--- config.mk ---
export PLATFORM = sky130hd
export DESIGN_NAME = pipelined_adder
export DESIGN_NICKNAME = d
export VERILOG_FILES = /design/src/rtl/pipelined_adder.sv
export SDC_FILE = /design/constraint.sdc
export NUM_CORES = 1
export LEC_CHECK = 0
export CORE_MARGIN = 2
export CORE_UTILIZATION = 45
export CTS_CLUSTER_SIZE = 14
export DETAILED_ROUTE_END_ITERATION = 6
export GPL_TIMING_DRIVEN = 0
export PLACE_DENSITY = 0.65
export RECOVER_POWER = 100
export SLEW_MARGIN = 5
export SYNTH_ARGS = -nofsm -noshare
export SYNTH_HDL_FRONTEND = slang
export SYNTH_SLANG_ARGS = --single-unit
--- constraint.sdc ---
create_clock -name clk -period 2.95 [get_ports clk]
set_input_delay 0.59 -clock clk [delete_from_list [all_inputs] [get_ports clk]]
set_output_delay 0.59 -clock clk [all_outputs]
set_load 0.01 [all_outputs]
--- src/rtl/pipelined_adder.sv ---
// Pipelined add/subtract unit: a WIDTH-bit carry chain resolved CHUNK bits per stage,
// with a per-stage valid/ready handshake so bubbles collapse under backpressure.
module pipelined_adder #(
    parameter int WIDTH = 32,
    parameter int CHUNK = 8
) (
    input  logic             clk,
    input  logic             rst_n,
    input  logic             in_valid,
    output logic             in_ready,
    input  logic [WIDTH-1:0] x,
    input  logic [WIDTH-1:0] y,
    input  logic             cin,
    input  logic             sub,
    output logic             out_valid,
    input  logic             out_ready,
    output logic [WIDTH-1:0] sum,
    output logic             cout,
    output logic             ovf
);

    localparam int STAGES = WIDTH / CHUNK;

    // Stage registers: operands travel with the beat so later chunks and the
    // final overflow test see the same (preprocessed) values.
    logic [STAGES-1:0] v_q;
    logic [STAGES-1:0] c_q;
    logic [STAGES-1:0] sub_q;
    logic [WIDTH-1:0]  xa_q [STAGES];
    logic [WIDTH-1:0]  yb_q [STAGES];
    logic [WIDTH-1:0]  s_q  [STAGES];

    logic [STAGES-1:0] rdy;
    logic [STAGES-1:0] v_in;
    logic [STAGES-1:0] c_in;
    logic [STAGES-1:0] sub_in;
    logic [STAGES-1:0] c_d;
    logic [WIDTH-1:0]  xa_in [STAGES];
    logic [WIDTH-1:0]  yb_in [STAGES];
    logic [WIDTH-1:0]  s_in  [STAGES];
    logic [WIDTH-1:0]  s_d   [STAGES];

    // A stage may load when it is empty or the stage after it is moving.
    always_comb begin : ready_chain
        logic acc;
        rdy = '0;
        acc = out_ready;
        for (int k = STAGES - 1; k >= 0; k--) begin
            acc    = !v_q[k] || acc;
            rdy[k] = acc;
        end
    end

    always_comb begin : stage_logic
        logic [CHUNK:0] part;
        part = '0;
        v_in   = '0;
        c_in   = '0;
        sub_in = '0;
        c_d    = '0;
        for (int k = 0; k < STAGES; k++) begin
            xa_in[k] = '0;
            yb_in[k] = '0;
            s_in[k]  = '0;
            s_d[k]   = '0;
        end

        // Subtraction is x + ~y + ~cin, so B and the carry-in are inverted at entry.
        v_in[0]   = in_valid;
        xa_in[0]  = x;
        yb_in[0]  = sub ? ~y : y;
        c_in[0]   = sub ^ cin;
        sub_in[0] = sub;

        for (int k = 1; k < STAGES; k++) begin
            v_in[k]   = v_q[k-1];
            xa_in[k]  = xa_q[k-1];
            yb_in[k]  = yb_q[k-1];
            c_in[k]   = c_q[k-1];
            sub_in[k] = sub_q[k-1];
            s_in[k]   = s_q[k-1];
        end

        for (int k = 0; k < STAGES; k++) begin
            part = {1'b0, xa_in[k][k*CHUNK +: CHUNK]}
                 + {1'b0, yb_in[k][k*CHUNK +: CHUNK]}
                 + {{CHUNK{1'b0}}, c_in[k]};
            s_d[k]                   = s_in[k];
            s_d[k][k*CHUNK +: CHUNK] = part[CHUNK-1:0];
            c_d[k]                   = part[CHUNK];
        end
    end

    always_ff @(posedge clk or negedge rst_n) begin
        if (!rst_n) begin
            v_q   <= '0;
            c_q   <= '0;
            sub_q <= '0;
            for (int k = 0; k < STAGES; k++) begin
                xa_q[k] <= '0;
                yb_q[k] <= '0;
                s_q[k]  <= '0;
            end
        end else begin
            for (int k = 0; k < STAGES; k++) begin
                if (rdy[k]) begin
                    v_q[k]   <= v_in[k];
                    c_q[k]   <= c_d[k];
                    sub_q[k] <= sub_in[k];
                    xa_q[k]  <= xa_in[k];
                    yb_q[k]  <= yb_in[k];
                    s_q[k]   <= s_d[k];
                end
            end
        end
    end

    assign in_ready  = rdy[0];
    assign out_valid = v_q[STAGES-1];
    assign sum       = s_q[STAGES-1];
    assign cout      = sub_q[STAGES-1] ? ~c_q[STAGES-1] : c_q[STAGES-1];
    assign ovf       = (xa_q[STAGES-1][WIDTH-1] == yb_q[STAGES-1][WIDTH-1])
                    && (s_q[STAGES-1][WIDTH-1] != xa_q[STAGES-1][WIDTH-1]);

endmodule

---- After elaboration in Yosys (flattened, before gate mapping) ----
Index checks and enable logic that the tools add are counted.
storage, ports and cells
  register bits after elaboration ......... 348
  output and inout bits ................... 36
cells by class
  muxes and demuxes ....................... 2
  eq/ne operators ......................... 2
  $add $sub $neg .......................... 8
  reduce and logical (&&, ||, !) cells .... 9
  bitwise logic cells ..................... 3
operators by type and width
  kind                   count
  adder 8 x 8 -> 9 bit   4
  adder 9 x 1 -> 9 bit   4
  two-way mux 32 bit     1
  NOT 32 bit             1
  zero test 1 bit        4
  logical OR 1 bit       4
  == test 1 bit          1
  logical AND 1 bit      1
  two-way mux 1 bit      1
  inequality test 1 bit  1
  NOT 1 bit              1
  bitwise XOR 1 bit      1

---- Depth between registers and ports, before layout ----
Gate-level depths: netlist of the first run.
  word-level depth ........................ 5
  mapped depth ............................ 11
  gate-level depth less buffers ........... 9

---- Worst setup path after synthesis of the first run ----
No wires, ideal clock.
  path type ............................... input to register
  start ................................... in sub
  end ..................................... reg s_q (netlist bit s_d[70])
  buffers on the path ..................... 2
  data required time ...................... 2823 ps
  slack ................................... 267 ps
  cell stages on the path ................. 11
  library setup time ...................... 127 ps
  data arrival time ....................... 2556 ps
  cell sequence ........................... buf_2 > buf_2 > xor2_1 > fa_1 > inv_1 > fa_1 > nor2b_1 > o31ai_1 > nand2b_1 > a211oi_1 > o31ai_1
between the ends
  word-level cells in the longest chain between the ends .. 3
ends and longest elaborated chain
  element                        line  text
  start, declared                14    input logic sub,
  two-way mux 32 bit             71    yb_in[0] = sub ? ~y : y;
  adder 8 x 8 -> 9 bit           86    + {1'b0, yb_in[k][k*CHUNK +: CHUNK]}
  adder 9 x 1 -> 9 bit *         87    + {{CHUNK{1'b0}}, c_in[k]};
  end signal, assigned by index  112   s_q[k] <= s_d[k];
  end, declared                  31    logic [WIDTH-1:0] s_q [STAGES];
Every way passes the cells marked *; elsewhere a longest branch is shown, timed or not.
A chain may end at the register's enable or synchronous reset.

---- Worst setup path in the final report of the first run ----
  start ................................... in out_ready
  end ..................................... out in_ready
between the ends
  word-level cells in the longest chain between the ends .. 4
ends and longest elaborated chain
  element                         line  text
  start, declared                 16    input logic out_ready,
  logical OR 1 bit (4 in series)  49    acc = !v_q[k] || acc;
  end, declared                   10    output logic in_ready,
No other way between the ends.

==> flow_summary.ini, run 1 <==
[final_layout]
numnets_final = 1174
diodes = 0
mostFrequentLayoutCell = sky130_fd_sc_hd__nand2_1
final.fill_count = 1769
finish.instance_area_um2 = 10600
layout-drive-gt1-share_pct = 6.11
fin_util_pct = 56.7
syn2layout_area_growth_pct = 23.7
register_area_um2 = 4750
multiInputGateArea_um2 = 3560
layout.cells.most_common_list = sky130_fd_sc_hd__nand2_1, sky130_fd_sc_hd__dfrtp_1, sky130_fd_sc_hd__clkdlybuf4s50_1, sky130_fd_sc_hd__o21ai_0, sky130_fd_sc_hd__nor2_1

[die]
floorplan.die.height_um = 142
design.core.area_um2 = 18800
pin_count = 106
dieWidth_um = 142
die_area_um2 = 20300
initial_utilization_pct = 45.9
row_count = 50

[outcome]
violations = capacitance limit, slew limit
run_status = complete, but fails checks

[clock_tree]
h-tree-depth = 4
ctsRootBufferMaster = sky130_fd_sc_hd__clkbuf_16
clock_insertion_delay_worst_skew_ns = 0.43
cts.reportedPaths.clkPinSlew_ns = 0.06
cts-root-to-sink-buffers = 2
cts_num_sinks = 190
cts_tree = done
cts-buffers-inserted = 17

[place]
placedInstanceArea_um2 = 9970
buffer_ports.inserted = 104
dpl.hpwl_um = 13800
place_congestion = 0.826

[setup_path]
crit_path_top_delay_cell = sky130_fd_sc_hd__clkdlybuf4s50_1
setup.worst_path.end_class = primary output
critPathLaunchType = input port
required_ns = 2.36
worst-endpoint-arrival_ns = 2.29
critPathKind = in2out
worstPathCellList = clkdlybuf4s50_1, nand3b_4, nor2_4, and2_4, buf_6, inv_2, buf_8, dlygate4sd2_1
cp.buffers_inverters = 5
cp_top_family = buffers and inverters
crit_path_max_incr_delay_ns = 0.45
timing.critical_path.fanout_max = 10

[power_and_ir_drop]
p_per_area_nw_per_um2 = 815
irDropWorstVdd_mv = 0.428
report.power.total_w = 0.00867
power_leakage_nw = 5.14

[logic_synthesis]
postSynthAreaPerCell_um2 = 9.13
mappedNetlistNets = 1049
synth.yosys.warnings = 0
postSynthRegisterBits = 190
dominant_cell_type_by_area_after_synthesis = sky130_fd_sc_hd__dfrtp_1
syn-cell-area_um2 = 8610
sequential_area_share_after_synthesis_pct = 55.2
synth.top_cells.by_area = sky130_fd_sc_hd__dfrtp_1, sky130_fd_sc_hd__nand2_1, sky130_fd_sc_hd__ha_1
synthDistinctLibCells = 34
synthesis.instances = 943
netlist.area_leader.share_pct = 55.2

[route]
avgViaCountPerCell = 4.82
met2_wirelength_um = 8510
ant_nets = 0
routed_wire_length_on_met3_um = 607
num_vias = 6341
wl_per_cell_um = 14.3
postRouteWirelength_um = 18800
initialDrtViolationCount = 375
post-route-drc-count = 0
wl_met1_um = 9430
route.top_layer_used = met4
drt_pre_antenna_iters = 4

[min_path]
worst_hold_path_type = reg2reg

[global_routing]
grt_first_pass_wirelength_um = 31600
antenna_violations_before_repair = 0
tot_gr_track_use_pct = 20.0
first_global_vias = 6239
globalRoute.totalOverflow = 0
largest_net_degree_at_the_start_of_global_routing = 115

[flow_run]
cap_viol_max_count = 1

[sta]
min_period_over_period_pct = 97.7
setup_tns_ns = 0
fin_max_slew_vios = 77
finalHoldViolCount = 0
final-setup-viol-count = 0
tightest_slew_ns = 1.92
slew_headroom_pct = -27.8
fmax_ghz = 0.347
skew_ns = 0.00847
layout_min_cycle_time_ns = 2.88
==> synth_stat cells <==
library cell / number
sky130_fd_sc_hd__nand2_1: 427
sky130_fd_sc_hd__dfrtp_1: 190
sky130_fd_sc_hd__o21ai_0: 62
sky130_fd_sc_hd__nor2_1: 29
sky130_fd_sc_hd__ha_1: 28
sky130_fd_sc_hd__xnor2_1: 25
sky130_fd_sc_hd__xor2_1: 22
sky130_fd_sc_hd__a21oi_1: 20
sky130_fd_sc_hd__buf_2: 17
sky130_fd_sc_hd__clkbuf_1: 17
sky130_fd_sc_hd__a211oi_1: 14
sky130_fd_sc_hd__inv_1: 14
sky130_fd_sc_hd__a21o_1: 8
sky130_fd_sc_hd__fa_1: 8
sky130_fd_sc_hd__nor3_1: 8
sky130_fd_sc_hd__a31oi_1: 7
sky130_fd_sc_hd__buf_6: 5
sky130_fd_sc_hd__nand2b_1: 5
sky130_fd_sc_hd__nor2b_1: 5
sky130_fd_sc_hd__o21bai_1: 5
sky130_fd_sc_hd__o21a_1: 4
sky130_fd_sc_hd__o21ai_1: 4
sky130_fd_sc_hd__o31ai_1: 4
sky130_fd_sc_hd__buf_4: 3
sky130_fd_sc_hd__buf_1: 2
sky130_fd_sc_hd__o31a_1: 2
sky130_fd_sc_hd__a211o_1: 1
sky130_fd_sc_hd__and2_1: 1
sky130_fd_sc_hd__and2_2: 1
sky130_fd_sc_hd__inv_2: 1
sky130_fd_sc_hd__nand2_4: 1
sky130_fd_sc_hd__nand3b_4: 1
sky130_fd_sc_hd__nor2_4: 1
sky130_fd_sc_hd__or2_2: 1
==> worst paths after layout <==
check	depth (start not counted)	to	slack [ns]	start
worst max-delay path	8	in_ready	0.07	out_ready
worst min-delay path	2	sum[10]$_DFFE_PN0P_	0.46	sum[10]$_DFFE_PN0P_
worst max register to register	7	c_q[1]$_DFFE_PN0P_	0.41	c_q[0]$_DFFE_PN0P_
worst min register to register	2	sum[10]$_DFFE_PN0P_	0.46	sum[10]$_DFFE_PN0P_
max in group asynchronous	2	sum[13]$_DFFE_PN0P_	0.93	rst_n
min in group asynchronous	1	xa_in[86]$_DFFE_PN0P_	0.67	rst_n
==> worst min-delay path: cells and delay by family (launching register included) <==
kind | cells | cell delay (ns)
and+or+nand+nor | 2 | 0.09
DFF | 1 | 0.34
==> metrics by stage <==
step / hold slack, ns / std cells / worst slack [ns]
after floorplan: 0.294 / 943 / 0.267
after global placement: 0.442 / 1281 / -6.62
after detailed placement: 0.452 / 1282 / -0.353
after CTS: 0.139 / 1314 / 0.0586
after global routing: 0.486 / 1315 / -0.00557
final: 0.463 / 1315 / 0.0691
==> power by group <==
group	leakage, nW	switching, W	internal (W)
combinational	2.55	0.00123	0.00114
clock	0.320	0.000996	0.00156
sequential	2.27	0.000432	0.00332
total	5.14	0.00266	0.00601
==> sequential cells by signal, summed over array words and instances, names as in the netlist <==
name and flops:
sum 32, c_q 4, yb_q 1, sub_q 4, xa_q 1, xa_in 48, v_q 4, yb_in 48
s_d 48
==> kinds of logic after synthesis <==
group / after synthesis / share of synthesized area [%]
simple gates: 480 / 21.8
flops: 190 / 55.2
compound gates: 131 / 8.87
buf+inv: 59 / 3.39
xor+xnor: 47 / 4.78
fa+ha+maj: 36 / 5.93
==> repair_timing <==
item | CTS | global route
setup buffers | 0 | 1
hold buffers | 0 | 0
setup endpoints to repair | 1 | 1
gates cloned | 0 | 0
pin swaps | 0 | 1
gates resized for setup | 4 | 1
==> per-layer routing <==
layer	global-route usage (%)	up-vias
met5	0	-
met4	5.63	0
met3	3.20	15
met2	31.3	111
met1	29.1	2951
li1	-	3264
==> layout make-up <==
class | instances | share of cell area (%)
Clock inverter | 13 | 1.97
Clock buffer | 19 | 4.25
Buffer | 44 | 2.30
Tap cell | 234 | 2.75
Sequential cell | 190 | 44.7
Timing Repair Buffer | 106 | 10.0
Multi-Input combinational cell | 694 | 33.5
Inverter | 15 | 0.529
Power figures use the tool's default switching activity.
==> run 2: changes to the inputs <==
--- a/config.mk
+++ b/config.mk
@@ -5,6 +5,7 @@
 export SDC_FILE = /design/constraint.sdc
 export NUM_CORES = 1
 export LEC_CHECK = 0
+export ABC_AREA = 1
 export CORE_MARGIN = 2
 export CORE_UTILIZATION = 45
 export CTS_CLUSTER_SIZE = 14
@@ -12,7 +13,7 @@
 export GPL_TIMING_DRIVEN = 0
 export PLACE_DENSITY = 0.65
 export RECOVER_POWER = 100
-export SLEW_MARGIN = 5
+export SLEW_MARGIN = 15
 export SYNTH_ARGS = -nofsm -noshare
 export SYNTH_HDL_FRONTEND = slang
 export SYNTH_SLANG_ARGS = --single-unit
==> run 2 against run 1 <==
Critical path type unchanged. Synthesized area grew 1.5%. Largest cell class unchanged. Cell area grew 1.0%. Core utilization grew 0.20 points. The flow still finishes with violations (capacitance limit, slew limit). Die area grew 1.4%.
==> flow_summary.ini, run 2 <==
[logic_synthesis]
synthesis.instances = 1011
sequential_area_share_after_synthesis_pct = 54.4
synthSimpleGateAreaFrac_pct = 22.9
synth.top_cells.by_area = sky130_fd_sc_hd__dfrtp_1, sky130_fd_sc_hd__nand2_1, sky130_fd_sc_hd__o21ai_0
synth_mux_area_share_pct = 0
synth-edff-count = 0
synth_top_family_by_area = simple AND/OR/NAND/NOR gates
postSynthRegisterBits = 190
synth_xor_area_share_pct = 4.41
netlist.area_leader.share_pct = 54.4
dominant_cell_type_by_area_after_synthesis = sky130_fd_sc_hd__dfrtp_1
async_reset_ff_share_pct = 100
synthDistinctLibCells = 27
syn-cell-area_um2 = 8730
ys_dominant_reg_cell = sky130_fd_sc_hd__dfrtp_1
synth_top_cells_by_count = sky130_fd_sc_hd__nand2_1, sky130_fd_sc_hd__dfrtp_1, sky130_fd_sc_hd__o21ai_0
synth-compound-area-share_pct = 6.59
synthMostInstantiatedCell = sky130_fd_sc_hd__nand2_1
synth_adder_area_share_pct = 5.85
postSynthAreaPerCell_um2 = 8.64
synth.yosys.warnings = 0
mappedNetlistNets = 1117

[setup_path]
worst_path_most_repeated_cell = sky130_fd_sc_hd__clkdlybuf4s50_1
crit_path_max_incr_delay_ns = 0.52
timing.critical_path.fanout_max = 15
critPathLaunchType = input port
critPathKind = in2out
required_ns = 2.36
cp.buffers_inverters = 2
crit_path_top_delay_cell = sky130_fd_sc_hd__clkdlybuf4s50_1
crit-reg2reg-launch = v_q[3]$_DFFE_PN0P_
worst_setup_path_startpoint = out_ready
worst-endpoint-arrival_ns = 2.21
cp_top_family = buffers and inverters
worstPathCellList = clkdlybuf4s50_1, nor2_2, nand2_2, nor2_4, nand2_4, clkdlybuf4s50_1
setup.worst_path.end_class = primary output

[global_routing]
grt_first_pass_wirelength_um = 30800
globalRoute.totalOverflow = 0
largest_net_degree_at_the_start_of_global_routing = 107
tot_gr_track_use_pct = 19.2
antenna_violations_before_repair = 0
first_global_vias = 6112

[route]
num_vias = 6456
post-route-drc-count = 0
ant_nets = 0
initialDrtViolationCount = 356
postRouteWirelength_um = 18100
avgViaCountPerCell = 4.59
drt_pre_antenna_iters = 4
wl_per_cell_um = 12.9

[sta]
slew_headroom_pct = -42.1
skew_ns = 0.00842
final-setup-viol-count = 0
finalHoldViolCount = 0
fin_max_slew_vios = 85
min_period_over_period_pct = 94.9
layout_min_cycle_time_ns = 2.80
grt_setup_unrepaired = no
tightest_slew_ns = 2.13
fmax_ghz = 0.357
fin_worst_hold_slack_ns = 0.471

[place]
place_congestion = 0.831
buffer_ports.inserted = 104
dpl.hpwl_um = 13600
place_inst = 1376

[final_layout]
numnets_final = 1241
layout.cells.most_common_list = sky130_fd_sc_hd__nand2_1, sky130_fd_sc_hd__dfrtp_1, sky130_fd_sc_hd__o21ai_0, sky130_fd_sc_hd__inv_1, sky130_fd_sc_hd__clkdlybuf4s50_1
diodes = 0
syn2layout_area_growth_pct = 23.1
layout-drive-gt1-share_pct = 4.70
layout.cells.non_filler = 1408
mostFrequentLayoutCell = sky130_fd_sc_hd__nand2_1

[clock_tree]
cts_tree = done
clock_insertion_delay_worst_skew_ns = 0.43
cts-root-to-sink-buffers = 2
h-tree-depth = 4
cts.reportedPaths.clkPinSlew_ns = 0.07
cts_num_sinks = 190
post_cts_resized = 0
cts-buffers-inserted = 17
post_cts_hold_buffer_count = 0
ctsRootBufferMaster = sky130_fd_sc_hd__clkbuf_16

[power_and_ir_drop]
power_leakage_nw = 5.38
irDropWorstVdd_mv = 0.427
p_per_area_nw_per_um2 = 803

[die]
floorplan.die.height_um = 143
dieWidth_um = 143
initial_utilization_pct = 46.2
row_count = 50
die_area_um2 = 20500
pin_count = 106
design.core.area_um2 = 18900

[flow_run]
cap_viol_max_count = 1

[outcome]
run_status = complete, but fails checks
violations = capacitance limit, slew limit

[min_path]
worst_hold_path_type = reg2reg
worst_hold_startpoint = yb_in[88]$_DFFE_PN0P_
-- run 2: changes by cell type after synthesis, moves of 9 or more --
cell / previous run / this run
sky130_fd_sc_hd__o21ai_0: 62 / 93
sky130_fd_sc_hd__xor2_1: 22 / 13
sky130_fd_sc_hd__a211oi_1: 14 / 1
sky130_fd_sc_hd__inv_1: 14 / 78
sky130_fd_sc_hd__nand3_1: 0 / 27
sky130_fd_sc_hd__nand3b_1: 0 / 9
-- run 2: tightest hold or removal path: stages, from the launching register on --
cell                      delay, ns
sky130_fd_sc_hd__dfrtp_1       0.34
sky130_fd_sc_hd__nand2_1       0.05
sky130_fd_sc_hd__nand2_1       0.04
-- run 2: per-stage QoR --
step	total power, W	TNS, ns	util [%]	area, um2	setup WS [ns]
finish	0.00863	0	56.9	10800	0.151
floorplan	0.00517	0	-	8730	0.501
global placement	0.00617	-1224.43	53.5	10100	-6.46
CTS	0.00881	0	57.1	10800	0.0840
detailed placement	0.00623	-0.245	53.6	10100	-0.245
global route	0.00926	0	56.9	10800	0.0468
-- run 2: kinds of logic (layout without fill, tap and decap cells) --
group / Yosys count / in the layout
flops: 190 / 190
fa+ha+maj: 36 / 36
xor+xnor: 44 / 44
compound gates: 114 / 114
buf+inv: 122 / 259
simple gates: 505 / 505
-- run 2: final timing paths --
check	to	slack, ns	depth (start not counted)
max in group asynchronous	xa_in[31]$_DFFE_PN0P_	0.87	2
max	in_ready	0.15	6
max reg2reg	yb_in[92]$_DFFE_PN0P_	0.63	9
min reg2reg	yb_in[56]$_DFFE_PN0P_	0.47	2
min in group asynchronous	xa_in[74]$_DFFE_PN0P_	0.76	1
min	yb_in[56]$_DFFE_PN0P_	0.47	2
-- run 2: repair_timing --
action / 4_1_cts / 5_1_grt
setup buffers: 0 / 1
pin swaps: 0 / 1
endpoints found under the setup margin: 1 / 1
-- run 2: where the power goes --
part | internal (W) | switching, W
Combinational | 0.00105 | 0.00132
Clock | 0.00156 | 0.000990
Sequential | 0.00332 | 0.000397
Total | 0.00592 | 0.00271
-- run 2: layout make-up --
class                           instances  area, um2
Buffer                                 40        165
Clock buffer                           20        457
Clock inverter                         12        206
Fill cell                            1809       8140
Inverter                               81        304
Multi-Input combinational cell        699       3470
Sequential cell                       190       4750
Tap cell                              260        325
Timing Repair Buffer                  106       1070
-- run 2: per-layer routing --
metal	track usage, %	up-vias	routed length, um
met1	28.6	2927	9450
met4	5.88	0	245
li1	-	3411	-
met2	28.8	102	7880
met3	3.23	16	528
met5	0	-	0
